===== config.mk =====
export PLATFORM = sky130hd
export DESIGN_NAME = bird_ctrl
export DESIGN_NICKNAME = d
export VERILOG_FILES = /design/src/rtl/bird_ctrl.sv
export SDC_FILE = /design/constraint.sdc
export NUM_CORES = 1
export LEC_CHECK = 0
export ABC_AREA = 1
export CORE_MARGIN = 5
export CORE_UTILIZATION = 39
export DETAILED_ROUTE_END_ITERATION = 10
export PLACE_DENSITY_LB_ADDON = 0.25
export SYNTH_ARGS = -nofsm -noshare
export SYNTH_HDL_FRONTEND = slang
export SYNTH_SLANG_ARGS = --single-unit

===== constraint.sdc =====
create_clock -name clk -period 2.3 [get_ports clk]
set_input_delay 0.575 -clock clk [delete_from_list [all_inputs] [get_ports clk]]
set_output_delay 0.575 -clock clk [all_outputs]
set_load 0.01 [all_outputs]

===== src/rtl/bird_ctrl.sv =====
// Bird sprite controller: spawns, scrolls left per tick, renders via sprite ROM.
// Optional wing-flap animation enabled with macro BIRD_FLAP_EN (default build: frame fixed at 0).
module bird_ctrl #(
    parameter logic [9:0]  BIRD_Y     = 10'd300,
    parameter logic [10:0] X_START    = 11'd640,
    parameter logic [10:0] SPEED      = 11'd4,
    parameter int          FLAP_TICKS = 8
) (
    input  logic        clk,
    input  logic        rst,
    input  logic        tick,
    input  logic        run,
    input  logic        spawn,
    input  logic [9:0]  pix_x,
    input  logic [9:0]  pix_y,
    output logic [11:0] rom_addr,
    input  logic [49:0] rom_data,
    output logic        bird_on,
    output logic [10:0] bird_x,
    output logic        active,
    output logic        done
);

    typedef enum logic [1:0] {IDLE, FLY, FREEZE} state_t;

    state_t      state, state_nxt;
    logic [10:0] bx, bx_nxt;
    logic        done_nxt;
    logic        frame;

    // A tick that moves the bird without ending the flight; drives the flap counter.
    logic        move_tick;
    logic        launch;

    assign launch    = (state == IDLE) && spawn && run;
    assign move_tick = (state == FLY) && run && tick && (bx >= SPEED);

    always_ff @(posedge clk or posedge rst) begin
        if (rst) begin
            state <= IDLE;
            bx    <= 11'd0;
            done  <= 1'b0;
        end else begin
            state <= state_nxt;
            bx    <= bx_nxt;
            done  <= done_nxt;
        end
    end

    always_comb begin
        state_nxt = state;
        bx_nxt    = bx;
        done_nxt  = 1'b0;
        case (state)
            IDLE: begin
                if (spawn && run) begin
                    state_nxt = FLY;
                    bx_nxt    = X_START;
                end
            end
            FLY: begin
                // Freeze takes priority over a coincident tick.
                if (!run) begin
                    state_nxt = FREEZE;
                end else if (tick) begin
                    if (bx < SPEED) begin
                        bx_nxt    = 11'd0;
                        state_nxt = IDLE;
                        done_nxt  = 1'b1;
                    end else begin
                        bx_nxt = bx - SPEED;
                    end
                end
            end
            FREEZE: begin
                if (run) state_nxt = FLY;
            end
            default: state_nxt = IDLE;
        endcase
    end

`ifdef BIRD_FLAP_EN
    localparam int FW = (FLAP_TICKS > 1) ? $clog2(FLAP_TICKS) : 1;

    logic [FW-1:0] flap, flap_nxt;
    logic          frame_q, frame_nxt;

    always_ff @(posedge clk or posedge rst) begin
        if (rst) begin
            flap    <= '0;
            frame_q <= 1'b0;
        end else begin
            flap    <= flap_nxt;
            frame_q <= frame_nxt;
        end
    end

    always_comb begin
        flap_nxt  = flap;
        frame_nxt = frame_q;
        if (launch) begin
            flap_nxt  = '0;
            frame_nxt = 1'b0;
        end else if (move_tick) begin
            if (flap == FW'(FLAP_TICKS - 1)) begin
                flap_nxt  = '0;
                frame_nxt = ~frame_q;
            end else begin
                flap_nxt = flap + 1'b1;
            end
        end
    end

    assign frame = frame_q;
`else
    assign frame = 1'b0;
`endif

    // Window compare is done one bit wider than the pixel counters so bird_x+49 never wraps.
    logic [11:0] x_hi;
    logic [10:0] y_lo, y_hi;
    logic        win;
    logic [7:0]  row;
    logic [5:0]  col;
    logic [5:0]  bit_idx;
    logic        pix_hit;

    assign x_hi = {1'b0, bx} + 12'd49;
    assign y_lo = {1'b0, BIRD_Y};
    assign y_hi = y_lo + 11'd38;

    assign win = active
              && ({1'b0, pix_y} >= y_lo) && ({1'b0, pix_y} <= y_hi)
              && ({1'b0, pix_x} >= bx)   && ({2'b00, pix_x} <= x_hi);

    // Only the low bits of the offsets matter inside the window.
    assign row     = pix_y[7:0] - BIRD_Y[7:0];
    assign col     = pix_x[5:0] - bx[5:0];
    assign bit_idx = 6'd49 - col;

    assign rom_addr = win ? {3'b000, frame, row} : 12'h000;
    assign pix_hit  = win && rom_data[bit_idx];

    always_ff @(posedge clk or posedge rst) begin
        if (rst) bird_on <= 1'b0;
        else     bird_on <= pix_hit;
    end

    assign bird_x = bx;
    assign active = (state != IDLE);

endmodule


==> summary.txt <==
GRT
  – First-pass GRT wire length: roughly 11000 um
  – Initial antenna violation count: 0
  – Largest net degree at the start of global routing: 26
  – Global route total overflow: 0
  – GRT Total Usage: 18.48%
  – Vias in the first global route: 2540

Die
  – Io pins: roughly 100
  – Rows: 27
  – Die ar.: approximately 7300 um2
  – Chip height: around 85 um
  – Core area: between 5000 and 6000 um2
  – Initial core utilization: between 40 and 50%
  – Die X: about 85 um

Timing
  – Worst-Margin Slew: 0.5223 ns
  – Final Cycle Share: 124.1%
  – Fin crit period: 2.855 ns
  – Relative slew slack: about two thirds
  – Final setup fails: 7
  – RSZ-0062 raised after global routing: yes
  – Final hold violations: 0
  – Setup ws final: -0.5549 ns
  – Max Slew Vio Count: 0
  – Max Clock Freq: ~350 MHz
  – Max Clock Skew: slightly above 0.002 ns

Finish
  – Total Nets Final: between 500 and 600
  – Antenna Cells: 0
  – Final core utilization: about two thirds
  – Most frequent cells in the layout: 100 x nand2_1, 77 x clkdlybuf4s50_1, 51 x buf_4
  – Most common cell after layout, fill and taps aside: nand2_1
  – Synth-to-layout area growth: 70.85%
  – Layout cells sized above 1: between 20% and 30%

Yosys
  – #FFs+latches synth: 13
  – Post-synth EDFFs: 0
  – Synth area leaders: nand2_1 18%, dfrtp_1 15%, ha_1 14%, nand3_1 12%, inv_1 7.0%
  – Area leader, netlist: nand2_1
  – Post-synth top area share: ~18%
  – Unique cell type count in the Yosys netlist: 36
  – Syn avg cell area: ~6.3 um2
  – Asr flop ratio synth: 100.0%
  – Cells after Synth: between 300 and 400
  – Netlist Area Pre-Place: between 2000 and 2500 um2
  – Synth Flop Type: dfrtp_1
  – YS warnings: 0
  – Seq/Total Area, Yosys: between 10 and 15%

Clock tree
  – Clk_lat worst skew: 0.24 ns
  – H-tree depth: 1
  – Total CTS buffers: 3
  – Clk slew on worst S/H paths: 0.06 ns
  – Clk buf depth: 2
  – Number of clock sinks: 13
  – CTS root buf: clkbuf_8
  – Hold Buf Count CTS: 0
  – TritonCTS clock tree: built

Placement
  – Dpl hpwl: ~5500 um
  – GPL Wtd Cong: 0.8617
  – Pre-CTS setup slack: -1.080 ns
  – IO Port Bufs: 93

Drt
  – Drt wl/cell: about 12 um
  – ANT nets after route: 0
  – DRT Wirelength: ~7000 um
  – Starting DRT DRC Count: between 90 and 100
  – Router iterations before antenna repair: 5
  – DRC viols: 0
  – Drt via density: 4.733
  – Via Count: roughly 2700

Worst hold path
  – Hold Path Class: register to register
  – Hold Path Depth: 2
  – HP Start: state[0]
  – Min-Delay Endpoint: state[0]

Worst setup path
  – CP Capture Type: output port
  – Worst path cell trace: nor2_4, nor2_4, inv_2, nor2_4, inv_2, nand2_2, ha_4, nand2_4, nor2_4, nand2_1, nand2_1, nand2_2, a21oi_4, nor2_4, clkinv_4, nor2_2, buf_2
  – Reg2reg end: bird_on
  – Worst Path Arrival: around 2.3 ns
  – CP startpoint kind: register
  – Critical path origin: bird_x[5]
  – Slowest stage cell, crit path: dfrtp_2
  – R2R setup slack: around 0.21 ns
  – Top cell by count, worst path: nor2_4
  – Critical-path maximum fanout: 7
  – CP Class: register to output port
  – CP required: roughly 1.7 ns
  – CP max stage delay: 0.42 ns
  – Worst reg2reg path startpoint: bird_x[2]
  – Buf/Inv on CP: 4
  – Kind of cell adding the most delay to the critical path: simple AND/OR/NAND/NOR gates
  – R2R cell count: 10

Outcome
  – Status: complete, but fails checks
  – Failing checks: negative setup slack

Power
  – Worst VDD drop: approximately 0.72 mV
  – PwrDens: 820.0 nW/um2
  – Static Leak: ~1.8 nW

Run
  – # Max-Cap Violations: 0
## cells by family after synthesis
family / synth area share [%]
and+or+nand+nor: 42.10
AOI/OAI and AO/OA: 8.489
DFF: 14.71
buffers and inverters: 13.87
adders and majority gates: 15.96
other: 0.1696
xor gates and xnor gates: 4.698
## worst reg2reg max path: stages, from the launching register on
cell and delay, ns:
dfrtp_1 0.45, ha_4 0.26, buf_4 0.14, fa_2 0.59
buf_6 0.13, nand3_1 0.09, nand3_1 0.09, nand3_1 0.08
nand2_1 0.07, nand2_1 0.05, nor2_1 0.09
## synth_stat cells, types with 2 or more instances
library cell,number
a211oi_2,2
a21oi_1,15
a21oi_2,2
a31oi_1,2
buf_2,3
buf_4,8
buf_6,4
dfrtp_1,13
fa_1,2
ha_1,25
inv_1,41
inv_2,3
nand2_1,108
nand2_2,2
nand3_1,51
nand3_2,3
nand4_1,2
nor2_1,26
nor2_2,10
nor2_4,2
o21ai_0,5
o22ai_1,2
xnor2_1,2
xor2_1,8
## routing by layer
layer | part of all wire [%] | global-route usage, %
met1 | 44 | 24.08
met2 | 49 | 32.42
met3 | 6.9 | 3.495
met4 | 0.63 | 2.302
met5 | 0 | 0
## state kept, by name, indices dropped and copies added, names as in the netlist
signal,count
bird_x,9
state,2
bird_on,1
done,1
## power by group
group          leakage [nW]  internal [W]  switching, W
registers             0.162      0.000297     0.0000714
clock network        0.0228      0.000122     0.0000830
logic                  1.65       0.00125       0.00128
total                  1.84       0.00167       0.00143
## how the worst max path moves through the flow
| stage | end | slack (ns) | cells after the start |
|---|---|---|---|
| floorplan | rom_addr[0] | -0.12 | 16 |
| global placement | rom_addr[4] | -1.04 | 13 |
| detailed placement | rom_addr[0] | -1.08 | 13 |
| CTS | rom_addr[0] | -0.52 | 17 |
| global route | rom_addr[3] | -0.70 | 16 |
| finish | rom_addr[5] | -0.55 | 17 |
## per-stage QoR
step / power (W) / instance area [um2] / cells / setup TNS, ns / hold WS (ns)
floorplan: 0.001607 / 2242 / 360 / -0.8224 / 0.4518
global placement: 0.002438 / 3530 / 561 / -7.862 / 0.5511
detailed placement: 0.002473 / 3530 / 561 / -8.030 / 0.5551
CTS: 0.002814 / 3626 / 565 / -3.584 / 0.5678
global route: 0.003418 / 3777 / 566 / -4.847 / 0.6133
finish: 0.003098 / 3777 / 566 / -3.852 / 0.5690
## repair_timing
item                                   CTS  global route
pin swaps                               13            13
gates resized for setup                 55            34
setup buffers                            0             1
setup endpoints to repair                8             8
endpoints found under the hold margin    0             0
## layout make-up
class	count	area, um2
Tap cell	72	90.09
Multi-Input combinational cell	285	1832
Sequential cell	13	327.8
Inverter	46	185.2
Timing Repair Buffer	146	1297
Clock buffer	4	45.04
Fill cell	464	1729
No activity file was read; power rests on OpenSTA's default activity.
